$ cat src/rtl/chan_sel_sequencer.sv
// One-hot electrode channel selector with direct-load and masked auto-scan modes.
// Every channel change passes through DEAD_CYC all-off cycles (break-before-make).
module chan_sel_sequencer #(
  parameter int SEL_W    = 3,
  parameter int DEAD_CYC = 2
) (
  input  logic                    clk,
  input  logic                    rst_n,
  input  logic                    enable,
  input  logic                    mode,
  input  logic [SEL_W-1:0]        sel_in,
  input  logic                    load,
  input  logic                    step,
  input  logic [(1<<SEL_W)-1:0]   scan_mask,
  output logic [(1<<SEL_W)-1:0]   dout,
  output logic [SEL_W-1:0]        cur_idx,
  output logic                    active,
  output logic                    busy,
  output logic                    wrap,
  output logic [1:0]              o_dbg_state
);

  localparam int N_CH = 1 << SEL_W;
  localparam logic [7:0] GAP_LAST = (DEAD_CYC > 0) ? 8'(DEAD_CYC - 1) : 8'd0;

  typedef enum logic [1:0] {
    S_IDLE   = 2'd0,
    S_ACTIVE = 2'd1,
    S_GAP    = 2'd2
  } state_t;

  state_t            r_state, w_state_nxt;
  logic [SEL_W-1:0]  r_cur_idx, w_cur_nxt;
  logic [7:0]        r_cnt, w_cnt_nxt;
  logic [N_CH-1:0]   r_dout, w_dout_nxt;
  logic              r_active, r_busy, r_wrap, w_wrap_nxt;

  logic [SEL_W:0]    w_scan_base, w_pos;
  logic              w_scan_hit, w_scan_wrap;
  logic [SEL_W-1:0]  w_scan_idx;
  logic              w_req, w_tgt_ok, w_tgt_wrap;
  logic [SEL_W-1:0]  w_target;

  // Circular search for the lowest eligible channel after the current one; the
  // extra top bit of the unwrapped position tells whether the search passed N_CH-1.
  always_comb begin
    w_scan_base = (r_state == S_ACTIVE) ? ({1'b0, r_cur_idx} + (SEL_W+1)'(1)) : '0;
    w_pos       = '0;
    w_scan_hit  = 1'b0;
    w_scan_idx  = '0;
    w_scan_wrap = 1'b0;
    for (int i = N_CH - 1; i >= 0; i--) begin
      w_pos = w_scan_base + (SEL_W+1)'(i);
      if (scan_mask[w_pos[SEL_W-1:0]]) begin
        w_scan_hit  = 1'b1;
        w_scan_idx  = w_pos[SEL_W-1:0];
        w_scan_wrap = w_pos[SEL_W];
      end
    end
  end

  // Request handshake: load (mode=0) or step (mode=1) is a single-cycle strobe,
  // taken only when enable=1 and no gap is running (busy=0); otherwise it is dropped.
  always_comb begin
    w_req      = enable && (r_state != S_GAP) && (mode ? step : load);
    w_target   = mode ? w_scan_idx : sel_in;
    w_tgt_ok   = mode ? w_scan_hit : 1'b1;
    w_tgt_wrap = mode && w_scan_wrap;
  end

  always_comb begin
    w_state_nxt = r_state;
    w_cur_nxt   = r_cur_idx;
    w_cnt_nxt   = r_cnt;
    w_wrap_nxt  = 1'b0;
    if (!enable) begin
      w_state_nxt = S_IDLE;
      w_cnt_nxt   = '0;
    end else begin
      case (r_state)
        S_IDLE: begin
          if (w_req && w_tgt_ok) begin
            w_state_nxt = S_ACTIVE;
            w_cur_nxt   = w_target;
          end
        end
        S_ACTIVE: begin
          if (w_req && w_tgt_ok) begin
            w_wrap_nxt = w_tgt_wrap;
            if (w_target != r_cur_idx) begin
              w_cur_nxt = w_target;
              if (DEAD_CYC != 0) begin
                w_state_nxt = S_GAP;
                w_cnt_nxt   = GAP_LAST;
              end
            end
          end
        end
        S_GAP: begin
          if (r_cnt == 8'd0) begin
            w_state_nxt = S_ACTIVE;
          end else begin
            w_cnt_nxt = r_cnt - 8'd1;
          end
        end
        default: begin
          w_state_nxt = S_IDLE;
          w_cnt_nxt   = '0;
        end
      endcase
    end
    w_dout_nxt = '0;
    if (w_state_nxt == S_ACTIVE) begin
      w_dout_nxt[w_cur_nxt] = 1'b1;
    end
  end

  always_ff @(posedge clk) begin
    if (!rst_n) begin
      r_state   <= S_IDLE;
      r_cur_idx <= '0;
      r_cnt     <= '0;
      r_dout    <= '0;
      r_active  <= 1'b0;
      r_busy    <= 1'b0;
      r_wrap    <= 1'b0;
    end else begin
      r_state   <= w_state_nxt;
      r_cur_idx <= w_cur_nxt;
      r_cnt     <= w_cnt_nxt;
      r_dout    <= w_dout_nxt;
      r_active  <= (w_state_nxt == S_ACTIVE);
      r_busy    <= (w_state_nxt == S_GAP);
      r_wrap    <= w_wrap_nxt;
    end
  end

  assign dout        = r_dout;
  assign cur_idx     = r_cur_idx;
  assign active      = r_active;
  assign busy        = r_busy;
  assign wrap        = r_wrap;
  assign o_dbg_state = r_state;

endmodule

$ cat config.mk
export PLATFORM = sky130hd
export DESIGN_NAME = chan_sel_sequencer
export DESIGN_NICKNAME = d
export VERILOG_FILES = /design/src/rtl/chan_sel_sequencer.sv
export SDC_FILE = /design/constraint.sdc
export NUM_CORES = 1
export LEC_CHECK = 0
export BUFFER_PORTS_ARGS = -buffer_cell sky130_fd_sc_hd__buf_2
export CORE_UTILIZATION = 40
export CTS_BUF_LIST = sky130_fd_sc_hd__clkbuf_4 sky130_fd_sc_hd__clkbuf_8
export CTS_CLUSTER_SIZE = 20
export DETAILED_ROUTE_END_ITERATION = 16
export GPL_TIMING_DRIVEN = 0
export MAX_ROUTING_LAYER = met4
export SYNTH_ARGS = -nofsm -noshare
export SYNTH_HDL_FRONTEND = slang
export SYNTH_SLANG_ARGS = --single-unit
export TNS_END_PERCENT = 100
$ cat constraint.sdc
create_clock -name clk -period 4.05 [get_ports clk]
set_input_delay 0.81 -clock clk [delete_from_list [all_inputs] [get_ports clk]]
set_output_delay 0.81 -clock clk [all_outputs]
set_load 0.02 [all_outputs]
After elaboration in Yosys (flattened, before gate mapping)
Index checks and enable logic that the tools add are counted.
W data, S select, Z words.
{ "totals": {"regBits": 24} }
{ "classes": {"addsub": 9, "eq_ne": 9, "muxes": 61, "magnitude_cmp": 10, "bitwise": 1, "n_reduce_logical": 11} }
{ "op_table": {"columns": ["operator", "count"], "rows": [
  ["$mux W3", 13],
  ["$lt A3 B4 Y1 const B", 9],
  ["$mux W1", 27],
  ["$bmux W1 S3", 8],
  ["$mux W8", 3],
  ["$pmux W8 S3", 1],
  ["$add A4 B3 Y4 const B", 4],
  ["$mux W2", 5],
  ["$add A4 B2 Y4 const B", 2],
  ["$logic_not A8 Y1", 1],
  ["$reduce_and A4 Y1", 2],
  ["$sub A8 B1 Y8 const B", 1],
  ["$pmux W2 S3", 1],
  ["$pmux W3 S2", 1],
  ["$logic_and A1 B1 Y1", 5],
  ["$add A3 B1 Y4 const B", 1],
  ["$add A4 B1 Y4 const B", 1],
  ["$eq A2 B1 Y1 const B", 2],
  ["$eq A2 B2 Y1 const B", 2],
  ["$mux W4", 1],
  ["$ne A2 B1 Y1 const B", 2],
  ["$ne A2 B2 Y1 const B", 2],
  ["$reduce_and A2 Y1", 2],
  ["$demux W1 S3", 1],
  ["4 further kinds", 4]
]} }

Logic depth before layout (Yosys ltp)
{ "logic_depth": {"depth_word": 23, "mapped_depth": 19, "depth_no_buf": 14} }

Least setup slack after synthesis
OpenSTA, ideal clock, no wires.
{ "synth_path": {"path_kind": "flip-flop to flip-flop", "startpoint": "register r_state[0] (netlist: o_dbg_state[0])", "endpoint": "register r_dout[0] (netlist: dout[0])", "arrival_time_ns": 3.800, "setup_time_ns": 0.136, "n_path_buf": 4, "t_required_ns": 3.914, "path_slack_ns": 0.114, "stages_incl_launch_ff": 18, "synth_period_minus_slack_ns": 3.936, "path_cell_list": "dfxtp_1 -> ha_1 -> buf_4 -> nor2b_4 -> buf_6 -> inv_4 -> buf_4 -> ha_1 -> or3_1 -> and3_1 -> o21ai_2 -> nand2_1 -> o311ai_1 -> mux2_2 -> and3_1 -> buf_4 -> a21oi_2 -> nor4_1"} }
{ "synth_via": {"elab_chain_len": 23, "word_cells_on_any_way": 68, "cone_classes": "add/sub (7); order compare (2); eq/ne (5); mux (48); reduce/logical (6)"} }
{ "synth_lines": {"columns": ["element", "line_no", "source"], "rows": [
  ["start, declared", "32", "state_t r_state, w_state_nxt;"],
  ["start signal, assigned", "128", "r_state <= w_state_nxt;"],
  ["$eq A2 B1 Y1", "47, 80", null],
  ["$mux W4", "47", "w_scan_base = (r_state == S_ACTIVE) ? ({1'b0, r_cur_idx} + (SEL_W+1)'(1)) : '0;"],
  ["$add A4 B3 Y4", "53", "w_pos = w_scan_base + (SEL_W+1)'(i);"],
  ["$bmux W1 S3", "54", "if (scan_mask[w_pos[SEL_W-1:0]]) begin"],
  ["$mux W1 (not written as such)", "54", null],
  ["$mux W3 (8 in a row)", "54", null],
  ["$mux W3", "66", "w_target = mode ? w_scan_idx : sel_in;"],
  ["$ne A3 B3 Y1", "90", "if (w_target != r_cur_idx) begin"],
  ["$mux W3", "90", null],
  ["$mux W3", "88", "if (w_req && w_tgt_ok) begin"],
  ["$pmux W3 S2", "80", "case (r_state)"],
  ["$mux W3", "76", "if (!enable) begin"],
  ["$lt A3 B4 Y1 (not written as such) / $ge A3 B1 Y1 (equally long branches)", "114", "w_dout_nxt[w_cur_nxt] = 1'b1;"],
  ["$logic_and A1 B1 Y1 (not written as such)", "114", null],
  ["$mux W1 (not written as such)", "114", null],
  ["$demux W1 S3", "114", null],
  ["end signal, assigned", "131", "r_dout <= w_dout_nxt;"],
  ["end, declared", "35", "logic [N_CH-1:0] r_dout, w_dout_nxt;"]
]} }
Parallel ways exist; a longest one is shown, timed or not. The select of a mux whose other input is x is not followed.
A chain may end at the register's enable or synchronous reset.

Worst setup path in the final report
{ "layout_path": {"startpoint": "register r_cur_idx[0] (netlist: cur_idx[0])", "endpoint": "register r_busy (netlist: busy)"} }
{ "layout_via": {"elab_chain_len": 20, "word_cells_on_any_way": 51, "cone_classes": "add/sub (8); eq/ne (2); mux (40); reduce/logical (1)"} }
{ "layout_lines": {"columns": ["element", "line_no", "source"], "rows": [
  ["start, declared", "33", "logic [SEL_W-1:0] r_cur_idx, w_cur_nxt;"],
  ["start signal, assigned", "129", "r_cur_idx <= w_cur_nxt;"],
  ["$add A3 B1 Y4", "47", null],
  ["$mux W4", "47", null],
  ["$add A4 B3 Y4", "53", null],
  ["$bmux W1 S3", "54", null],
  ["$mux W1 (not written as such)", "54", null],
  ["$mux W3 (8 in a row)", "54", null],
  ["$mux W3", "66", null],
  ["$ne A3 B3 Y1", "90", null],
  ["$mux W2", "90", null],
  ["$mux W2", "88", null],
  ["$pmux W2 S3 (*)", "80", null],
  ["$mux W2 (*)", "76", null],
  ["$eq A2 B2 Y1 (*)", "133", "r_busy <= (w_state_nxt == S_GAP);"],
  ["end signal, assigned", "133", null],
  ["end, declared", "36", "logic r_active, r_busy, r_wrap, w_wrap_nxt;"]
]} }
Mark *: on every way between the ends. The rest lies on a longest branch, timed or not. The select of a mux whose other input is x is not followed.

==> results.txt <==
----------------------------------------------------
[Power]
  Areal power density over the cells ... 216.4 mW/mm²
  Proportion of power drawn by combinational gates ... 38.3%
  Switching share of power ... 34.74%
  Cell internal power dissipation ... 0.4799 mW
  Worst IR drop on VDD ... 0.0001810 V
  Switching power summed over all nets ... 0.2555 mW
  Static Leak ... 1.275 nW
  Clock Power Share ... 28.7%
  Flop pwr share ... 33.0%

[Synth]
  Ys async rst share ... 0%
  Net Count, Synth ... 382
  Cell accounting for the most synthesized area ... dfxtp_1
  Synthesis-stage register bit count ... 24
  Number of distinct standard cells referenced by the synthesized netlist ... 71
  Most used DFF post-synth ... dfxtp_1
  Synth warn ... 0
  Count of flip-flops with a built-in enable after synthesis ... 0
  Most numerous cell types in the synthesized netlist ... 37 x nand2_1, 24 x dfxtp_1, 23 x o21ai_0
  Area fraction of the dominant cell type after synthesis ... 16.93%
  Top cells by area, synth ... dfxtp_1 17%, mux4_2 7.9%, mux2i_1 5.3%
  Avg Synthesized Cell Area ... 7.949 µm²
  Most frequently used cell type in the post-synthesis netlist ... nand2_1
  Post-synthesis instance total ... 357
  Cell Area, Synth ... 0.002838 mm²
  Sequential element share of the synthesized area ... 16.93%

[Clock network]
  Number of buffers on the longest clock path ... 2
  Clock insertion delay at the later pin of the skew report ... 270 ps
  CTS sink cnt ... 24
  # hold bufs at CTS ... 0
  Clock transition at the registers of the reported paths ... 90 ps
  CTS root buffer ... clkbuf_8
  CTS buffer count ... 3
  CTS H-tree depth ... 1
  Clock tree from TritonCTS ... built

[Timing]
  Setup tns final ... 0 ps
  Final period utilization ... 95.76%
  Fmax ... 0.2578 GHz
  Worst rel slew slack ... 59.71%
  Hold Vio Cnt, Final ... 0
  Clk_skew ... 2.594 ps
  Fin crit period ... 3878 ps
  # setup viols final ... 0
  Actual slew at the worst max-slew pin ... 598.0 ps
  Pins Over Slew Limit ... 0

[Worst setup path]
  Critical R2R Capture ... busy
  FF-to-FF path depth ... 14
  Type of destination of the critical path ... register
  Data arrival time of the critical path ... 4090 ps
  R2R Path Start ... cur_idx[0]
  Worst-case register-to-register setup slack ... 170 ps
  Maximum fanout along the worst path ... 10
  Kind of critical path ... reg2reg
  Worst Path Required ... 4260 ps
  Sort of element at the start of the critical path ... register

[Job]
  MaxCap Viol Count ... 0

[Floorplan]
  Width of the die ... 86.23 µm
  Chip height ... 86.23 µm
  Number of placed I/O pins ... 33
  Die outline area ... 0.007435 mm²
  Site Rows ... 30
  Core ar. ... 0.006832 mm²
  Effective utilization at floorplan ... 41.54%

[Hold path]
  Cell depth of the worst hold path ... 2
  Type of the tightest min-delay check ... reg2reg
  HP Start ... r_cnt[5]
  Hold EP ... r_cnt[5]

[Final layout]
  Core occupancy in the finished layout ... 49.74%
  Final design instance area without fill ... 0.003398 mm²
  Number of inserted diodes ... 0
  Number of nets in the layout ... 424
  Synthesis-to-finish area growth ... 19.75%
  Proportion of layout cells with a drive suffix above 1 ... 27.14%

[Placement]
  Placement-stage cell area ... 0.003113 mm²
  Routability-driven placement congestion ratio ... 0.9419
  Count of buffers from port buffering ... 31
  Detailed Place HPWL ... 6515 µm

[GRT]
  Via count of the first global-routing pass ... 2746
  Global-route wire length before repair ... 13890 µm
  Number of antenna violations at the first check in global routing ... 0
  Total global-route track usage ... 23.98%
  GRT Residual Overflow ... 0
  Pin count of the biggest net entering global routing ... 15

[Routing]
  Final routed wirelength across all metal layers ... 8842 µm
  Number of iterations in the first detailed-routing pass ... 5
  Number of routed nets with antenna violations ... 0
  Number of DRC violations after detailed-routing iteration 0 ... 386
  Remaining design rule violation count ... 0
  Average wire per cell in the routed design ... 17.90 µm
  Average via count per standard cell ... 6.381
  Total number of vias ... 3152

[Run status]
  Result of the run ... finished clean

----------------------------------------------------
power by group through the flow:
stage	Combinational [mW]	Clock, mW	Sequential [mW]
after global routing	0.301	0.227	0.243
after detailed placement	0.241	0	0.249
after CTS	0.256	0.219	0.243
after global placement	0.242	0	0.249
final	0.281	0.211	0.243
after floorplan	0.172	0	0.252
how the worst max path moves through the flow:
stage              startpoint  endpoint  cells after the start
3_3_place_gp       cur_idx[0]   dout[2]                     14
2_1_floorplan  o_dbg_state[0]   dout[0]                     17
5_1_grt            cur_idx[0]   dout[4]                     15
4_1_cts        o_dbg_state[1]  r_cnt[2]                     16
6_report           cur_idx[0]      busy                     14
3_5_place_dp       cur_idx[0]   dout[3]                     14
state kept, by name (all words and copies together), names as in the netlist:
name         count
busy             1
r_cnt            8
active           1
cur_idx          3
dout             8
wrap             1
o_dbg_state      2
metrics by stage:
stage | power (mW) | std cells | setup slack (ps) | hold slack (ps)
after global placement | 0.4911 | 484 | -390.4 | 451.1
after floorplan | 0.4237 | 357 | 114.1 | 438.0
after detailed placement | 0.4900 | 484 | -349.5 | 464.6
final | 0.7354 | 494 | 171.7 | 472.1
after CTS | 0.7182 | 489 | 25.68 | 477.4
after global routing | 0.7715 | 494 | -16.74 | 487.1
critical path: stages, from the launching register on:
cell and delay, ps:
dfxtp_2 390, ha_1 350, buf_4 200, nand2_2 180, ha_4 240, or3_4 410, a21boi_2 150, a31oi_1 60
o2111a_1 300, o311ai_4 340, mux2_4 340, and3_1 190, buf_6 150, a211oi_4 280, o221a_1 240
per-layer routing:
layer,share of wire [%],wire length [µm],GRT usage (%)
met1,43,3822,32.94
met2,46,4091,37.16
met3,8.8,774,3.714
met4,1.8,155,5.455
met5,0,0,-
layout make-up:
cell class                 instances  area (µm²)
buffer                            15       100.1
inverter                          16       62.56
sequential                        24       488.0
multi-input combinational        301        2349
timing repair buffer              38       207.7
tap                               96       120.1
clock inverter                     1       30.03
fill                             682        3433
clock buffer                       3       41.29
cell families after synthesis:
family	share of synthesized area (%)
AO/OA/AOI/OAI	28.40
XOR/XNOR	2.822
adder cells (fa/ha/maj)	3.527
buffers and inverters	5.556
flip-flops	16.93
multiplexers	15.78
AND/OR/NAND/NOR	26.98
layout by cell type, fill, tap and decap left out, types with 10 or more instances in the layout:
cell     netlist  routed
nand3_1       18      18
nor3_1        14      14
buf_2          1      32
o21ai_0       23      21
a21oi_1       17      16
dfxtp_1       24      20
nand2_1       37      35
mux4_2        10      10
mux2i_1       15      15
inv_1         15      14
nor2_1        21      20
what timing repair did:
item,in CTS,in global routing
buffers inserted,1,6
gates resized for setup,14,24
setup endpoints to repair,20,22
pin swaps,2,7
cloned,0,0
Note: power is estimated with default switching activity, not from simulation.
